## config.mk

```make
export PLATFORM = sky130hd
export DESIGN_NAME = seg_scan_decoder
export DESIGN_NICKNAME = d
export VERILOG_FILES = /design/src/rtl/seg_dec_pkg.sv /design/src/rtl/seg7_to_hex.sv /design/src/rtl/seg_scan_decoder.sv
export SDC_FILE = /design/constraint.sdc
export NUM_CORES = 1
export LEC_CHECK = 0
export ABC_AREA = 1
export CORE_UTILIZATION = 44
export CTS_BUF_LIST = sky130_fd_sc_hd__clkbuf_2
export DETAILED_ROUTE_END_ITERATION = 10
export PLACE_DENSITY = 0.79
export RECOVER_POWER = 100
export SLEW_MARGIN = 20
export SYNTH_ARGS = -nofsm -noshare
export SYNTH_HDL_FRONTEND = slang
export SYNTH_SLANG_ARGS = --single-unit
```

## constraint.sdc

```tcl
create_clock -name clk -period 1.6 [get_ports clk]
set_input_delay 0.32 -clock clk [delete_from_list [all_inputs] [get_ports clk]]
set_output_delay 0.32 -clock clk [all_outputs]
set_load 0.01 [all_outputs]
```

## src/rtl/seg_dec_pkg.sv

```systemverilog
// Shared constants for the 7-segment scan decoder: active-low segment patterns
// for hex digits 0..F and the bit positions of each segment on the bus.
package seg_dec_pkg;

    localparam logic [6:0] SEG_BLANK = 7'h7F;

    localparam logic [6:0] SEG_HEX_0 = 7'h40;
    localparam logic [6:0] SEG_HEX_1 = 7'h79;
    localparam logic [6:0] SEG_HEX_2 = 7'h24;
    localparam logic [6:0] SEG_HEX_3 = 7'h30;
    localparam logic [6:0] SEG_HEX_4 = 7'h19;
    localparam logic [6:0] SEG_HEX_5 = 7'h12;
    localparam logic [6:0] SEG_HEX_6 = 7'h02;
    localparam logic [6:0] SEG_HEX_7 = 7'h78;
    localparam logic [6:0] SEG_HEX_8 = 7'h00;
    localparam logic [6:0] SEG_HEX_9 = 7'h10;
    localparam logic [6:0] SEG_HEX_A = 7'h08;
    localparam logic [6:0] SEG_HEX_B = 7'h03;
    localparam logic [6:0] SEG_HEX_C = 7'h46;
    localparam logic [6:0] SEG_HEX_D = 7'h21;
    localparam logic [6:0] SEG_HEX_E = 7'h06;
    localparam logic [6:0] SEG_HEX_F = 7'h0E;

    localparam int SEG_A = 0;
    localparam int SEG_B = 1;
    localparam int SEG_C = 2;
    localparam int SEG_D = 3;
    localparam int SEG_E = 4;
    localparam int SEG_F = 5;
    localparam int SEG_G = 6;
    localparam int SEG_P = 7;

endpackage

```

## src/rtl/seg7_to_hex.sv

```systemverilog
// Combinational decode of an active-low 7-segment pattern back to a hex nibble.
// ok=0 (nibble 0) for blank or any pattern that is not one of the 16 glyphs.
module seg7_to_hex
    import seg_dec_pkg::*;
(
    input  logic [6:0] seg,
    output logic [3:0] nib,
    output logic       ok
);

    always_comb begin
        nib = 4'h0;
        ok  = 1'b1;
        case (seg)
            SEG_HEX_0: nib = 4'h0;
            SEG_HEX_1: nib = 4'h1;
            SEG_HEX_2: nib = 4'h2;
            SEG_HEX_3: nib = 4'h3;
            SEG_HEX_4: nib = 4'h4;
            SEG_HEX_5: nib = 4'h5;
            SEG_HEX_6: nib = 4'h6;
            SEG_HEX_7: nib = 4'h7;
            SEG_HEX_8: nib = 4'h8;
            SEG_HEX_9: nib = 4'h9;
            SEG_HEX_A: nib = 4'hA;
            SEG_HEX_B: nib = 4'hB;
            SEG_HEX_C: nib = 4'hC;
            SEG_HEX_D: nib = 4'hD;
            SEG_HEX_E: nib = 4'hE;
            SEG_HEX_F: nib = 4'hF;
            default:   ok  = 1'b0;
        endcase
    end

endmodule

```

## src/rtl/seg_scan_decoder.sv

```systemverilog
// Monitors a multiplexed 4-digit active-low 7-segment bus and rebuilds the
// displayed digits. Define SEG_SCAN_DECODER_ERRCNT_EN to enable the error counter.
module seg_scan_decoder
    import seg_dec_pkg::*;
#(
    parameter int STABLE_CYC  = 4,
    parameter int SYNC_STAGES = 2
) (
    input  logic        clk,
    input  logic        rst_n,
    input  logic [3:0]  an,
    input  logic [7:0]  segment,
    output logic [15:0] digits,
    output logic [3:0]  points,
    output logic [3:0]  dig_ok,
    output logic        frame_pulse,
    output logic [7:0]  err_cnt
);

    localparam logic [7:0] STAB_MAX = 8'(STABLE_CYC);
    localparam logic [7:0] STAB_CAP = 8'(STABLE_CYC - 1);

    logic [SYNC_STAGES-1:0][11:0] syncPipe;
    logic [11:0]      sample, prevSample;
    logic [3:0]       anS;
    logic [7:0]       segS;
    logic [7:0]       stabCnt;
    logic             capDone;
    logic [3:0]       seen, seenSet;
    logic [3:0][3:0]  digitsR;
    logic [1:0]       digIdx;
    logic             oneLow, same, capPoint, capture;
    logic [3:0]       decNib;
    logic             decOk;

    // Index 0 is the newest stage; idle bus is all ones.
    always_ff @(posedge clk or negedge rst_n) begin
        if (!rst_n) syncPipe <= '1;
        else        syncPipe <= {syncPipe[SYNC_STAGES-2:0], an, segment};
    end

    assign sample = syncPipe[SYNC_STAGES-1];
    assign anS    = sample[11:8];
    assign segS   = sample[7:0];

    always_comb begin
        oneLow = 1'b1;
        digIdx = 2'd0;
        case (anS)
            4'hE:    digIdx = 2'd0;
            4'hD:    digIdx = 2'd1;
            4'hB:    digIdx = 2'd2;
            4'h7:    digIdx = 2'd3;
            default: oneLow = 1'b0;
        endcase
    end

    seg7_to_hex uDec (
        .seg (segS[6:0]),
        .nib (decNib),
        .ok  (decOk)
    );

    // The counter saturates past STAB_CAP, so capPoint fires at most once per dwell.
    assign same     = (sample == prevSample);
    assign capPoint = same && (stabCnt == STAB_CAP) && !capDone;
    assign capture  = capPoint && oneLow;
    assign seenSet  = seen | (4'b0001 << digIdx);
    assign digits   = digitsR;

    always_ff @(posedge clk or negedge rst_n) begin
        if (!rst_n) begin
            prevSample  <= '1;
            stabCnt     <= 8'd0;
            capDone     <= 1'b0;
            seen        <= 4'h0;
            digitsR     <= '0;
            points      <= 4'h0;
            dig_ok      <= 4'h0;
            frame_pulse <= 1'b0;
        end else begin
            prevSample  <= sample;
            frame_pulse <= 1'b0;
            if (!same) begin
                stabCnt <= 8'd0;
                capDone <= 1'b0;
            end else if (stabCnt != STAB_MAX) begin
                stabCnt <= stabCnt + 8'd1;
            end
            if (capture) begin
                digitsR[digIdx] <= decNib;
                points[digIdx]  <= ~segS[SEG_P];
                dig_ok[digIdx]  <= decOk;
                capDone         <= 1'b1;
                if (seenSet == 4'hF) begin
                    seen        <= 4'h0;
                    frame_pulse <= 1'b1;
                end else begin
                    seen        <= seenSet;
                end
            end
        end
    end

`ifdef SEG_SCAN_DECODER_ERRCNT_EN
    logic multiLow, errEvent;
    assign multiLow = !oneLow && (anS != 4'hF);
    assign errEvent = capPoint && (multiLow || (oneLow && !decOk));

    always_ff @(posedge clk or negedge rst_n) begin
        if (!rst_n)                              err_cnt <= 8'h00;
        else if (errEvent && err_cnt != 8'hFF)   err_cnt <= err_cnt + 8'd1;
    end
`else
    assign err_cnt = 8'h00;
`endif

endmodule

```

==> results_dict.tcl <==
set metrics [dict create \
    crit_type "reg2reg" \
    drc 0 \
    nets 509 \
    yosys-top-cells-area "dfrtp_1 28%, dfstp_2 28%, nand2_1 14%, nand3_1 5.8%, inv_1 4.6%" \
    outcome "finished with violations" \
    clkSlewWorstSetupHoldPaths_ns 0.21 \
    crit_path_end_kind "register" \
    timing.final.crit_share_pct 113 \
    critPathArrivalTime_ns 2.24 \
    synth.avg_cell_area_um2 8.83 \
    cts-root-buf "clkbuf_2" \
    cp-start-kind "register" \
    syn2layout_area_growth_pct 42.5 \
    die_h_um 89.4 \
    io_pins 47 \
    antenna_found_initial 0 \
    seq_area_um2 1900 \
    first_pass_iters 4 \
    synth_ff_type "dfrtp_1" \
    post-route-util_pct 65.4 \
    fin_area_um2 4790 \
    grt_use_total_pct 19.4 \
    synthCells 381 \
    die_x_um 89.4 \
    synth_edf_count 0 \
    p_leak_nw 2.42 \
    multi_input_area_um2 1550 \
    fillers 530 \
    setup_viol 31 \
    vdd_ir_drop_max_mv 0.556 \
    cts_tree "built" \
    wl_per_cell_um 12.9 \
    n_antenna_cell 0 \
    slew_headroom_pct 51.5 \
    die_area_um2 8000 \
    min_to "syncPipe[9]" \
    worst_pin_slew_ns 0.727 \
    clock-sinks 74 \
    ys_warn_count 0 \
    rows 31 \
    r2r-end "digits[2]" \
    cp.required_ns 2.03 \
    syn_area_um2 3360 \
    hp-class "in2reg" \
    async_reset_ff_share_pct 100 \
    finalClockSkew_ns 0.0251 \
    yosysMostFrequentCell "nand2_1" \
    finalPower_mw 3.48 \
    hold_viol 0 \
    slew_viol_final 0 \
    setup_ws_ns -0.202 \
    seq_area_frac_synth_pct 56.4 \
    clk_path_buf_depth 2 \
    dpl_cell_area_um2 4010 \
    dp.final_hpwl_um 4590 \
    violations "setup timing" \
    p_per_area_nw_per_um2 727 \
    vias 2920 \
    drive_above_1_share_pct 43.6 \
    synth_top_area_share_pct 28.3 \
    r2r_cells 10 \
    synth_top_area_cell "dfrtp_1" \
    hp-start "an[1]" \
    drv_cap 0 \
    start_util_pct 45.9 \
    worstSkewPairLatency_ns 0.51 \
    avgViaCountPerCell 4.89 \
    grt_pass1_vias 2763 \
    fmax_mhz 555 \
    ctsHtreeMaxLevel 3 \
    wl_um 7720 \
    synth.distinct_cells 30 \
    drt-initial-drc-count 155 \
    cts_buffers 9 \
    grt_max_degree 63 \
    ant_nets 0 \
    rsz0062_at_grt "true" \
    r2r-start "prevSample[7]" \
    grt_pass1_wl_um 11600 \
    gp_congestion 0.808 \
    io_buffers 38 \
    post-route-min-period_ns 1.80 \
    min_path_cells 1 \
    ys_seq_elements 74 \
    worstPathMaxFanout 7 \
    core_area_um2 7330 \
    ff2ff_setup_slack_ns -0.20 \
    grt-ovfl-total 0 \
    ys_top_cells_by_count "122 x nand2_1, 41 x inv_1, 39 x nand3_1, 38 x dfrtp_1, 36 x dfstp_2" \
    whs_ns 0.317 \
]
-- cell families (layout without fill, tap and decap cells) --
family | Yosys count | after routing | synth area share [%]
other | 1 | 8 | 0.112
adder cells (fa/ha/maj) | 2 | 2 | 0.744
AO/OA/AOI/OAI | 15 | 15 | 2.42
AND/OR/NAND/NOR | 224 | 226 | 30.6
buffers and inverters | 60 | 168 | 8.45
XOR/XNOR | 5 | 5 | 1.30
flip-flops | 74 | 74 | 56.4
-- repair_timing --
action	CTS	global route
pin swaps	13	28
gates resized for setup	40	104
hold buffers	1	0
buffers inserted	23	14
setup endpoints to repair	56	58
gates cloned	2	0
endpoints found under the hold margin	41	0
-- cell type report --
class	count	share of cell area, %
flip-flops and latches	74	39.6
multi-input cells	256	32.4
repair buffers	103	18.5
inverters	49	4.02
well taps	99	2.58
clock inverters	7	1.93
clock buffers	9	0.940
-- flip-flops by register name (all words and copies together), names as in the netlist --
signal       count
sample          12
seen             4
frame_pulse      1
capDone          1
syncPipe        12
digits          16
prevSample      12
points           4
dig_ok           4
stabCnt          8
-- critical path, stage by stage, from the launching register on --
cell,delay [ns]
dfstp_2,0.58
inv_1,0.05
nand2_1,0.10
nand2_1,0.07
nor2_2,0.14
nand3_1,0.14
nor2_4,0.19
buf_4,0.16
nand3_4,0.13
nand2_1,0.10
nand2_1,0.06
-- per-stage QoR --
step | setup TNS, ns | instances | setup WS [ns]
6_report | -4.53 | 597 | -0.202
5_1_grt | -7.34 | 597 | -0.273
4_1_cts | -3.01 | 583 | -0.130
3_5_place_dp | -3.47 | 541 | -0.141
3_3_place_gp | -0.664 | 541 | -0.0472
2_1_floorplan | -0.0247 | 388 | -0.00313
-- power by group --
part / switching, mW / leakage [nW] / internal, mW
Clock: 0.668 / 0.0760 / 0.514
Sequential: 0.0353 / 0.910 / 1.96
Combinational: 0.190 / 1.44 / 0.121
Total: 0.894 / 2.42 / 2.59
-- routing by layer --
metal / vias up / part of all wire (%) / GRT usage, %
met5: - / 0 / 0
met3: 31 / 4.0 / 3.88
met2: 97 / 51 / 32.0
li1: 1396 / - / -
met1: 1396 / 41 / 23.2
met4: 0 / 4.1 / 12.3
-- cells in the final DEF (no fill, tap or decap), types with 2 or more instances in the layout --
| cell type | instances |
|---|---|
| nand2_1 | 88 |
| buf_4 | 60 |
| inv_1 | 39 |
| dfrtp_1 | 38 |
| nand2_2 | 36 |
| dfstp_2 | 36 |
| nand3_1 | 27 |
| clkdlybuf4s15_1 | 22 |
| nor2_1 | 20 |
| nor2_2 | 13 |
| dlygate4sd3_1 | 13 |
| nor2_4 | 10 |
| nand3_2 | 10 |
| clkbuf_2 | 9 |
| conb_1 | 8 |
| nand3_4 | 7 |
| inv_2 | 6 |
| a21oi_2 | 6 |
| nor3_1 | 5 |
| nand4_1 | 4 |
| dlygate4sd2_1 | 3 |
| clkinv_1 | 2 |
| nor2_8 | 2 |
| xnor2_1 | 2 |
| xnor2_2 | 2 |
| inv_6 | 2 |
| clkinv_2 | 2 |
| o21ai_0 | 2 |
| o21ai_1 | 2 |
| a21oi_1 | 2 |
| bufinv_16 | 2 |
| clkinvlp_4 | 2 |
| buf_6 | 2 |
-- worst max-delay path by stage --
stage | from | to | slack [ns] | cells past startpoint
after floorplan | sample[3] | digits[13] | -0.003 | 9
after global placement | sample[2] | dig_ok[2] | -0.05 | 11
after detailed placement | sample[6] | digits[11] | -0.14 | 9
after CTS | prevSample[2] | digits[13] | -0.13 | 11
after global routing | prevSample[7] | digits[2] | -0.27 | 10
final | prevSample[7] | digits[2] | -0.20 | 10
Note: power is estimated with default switching activity, not from simulation.
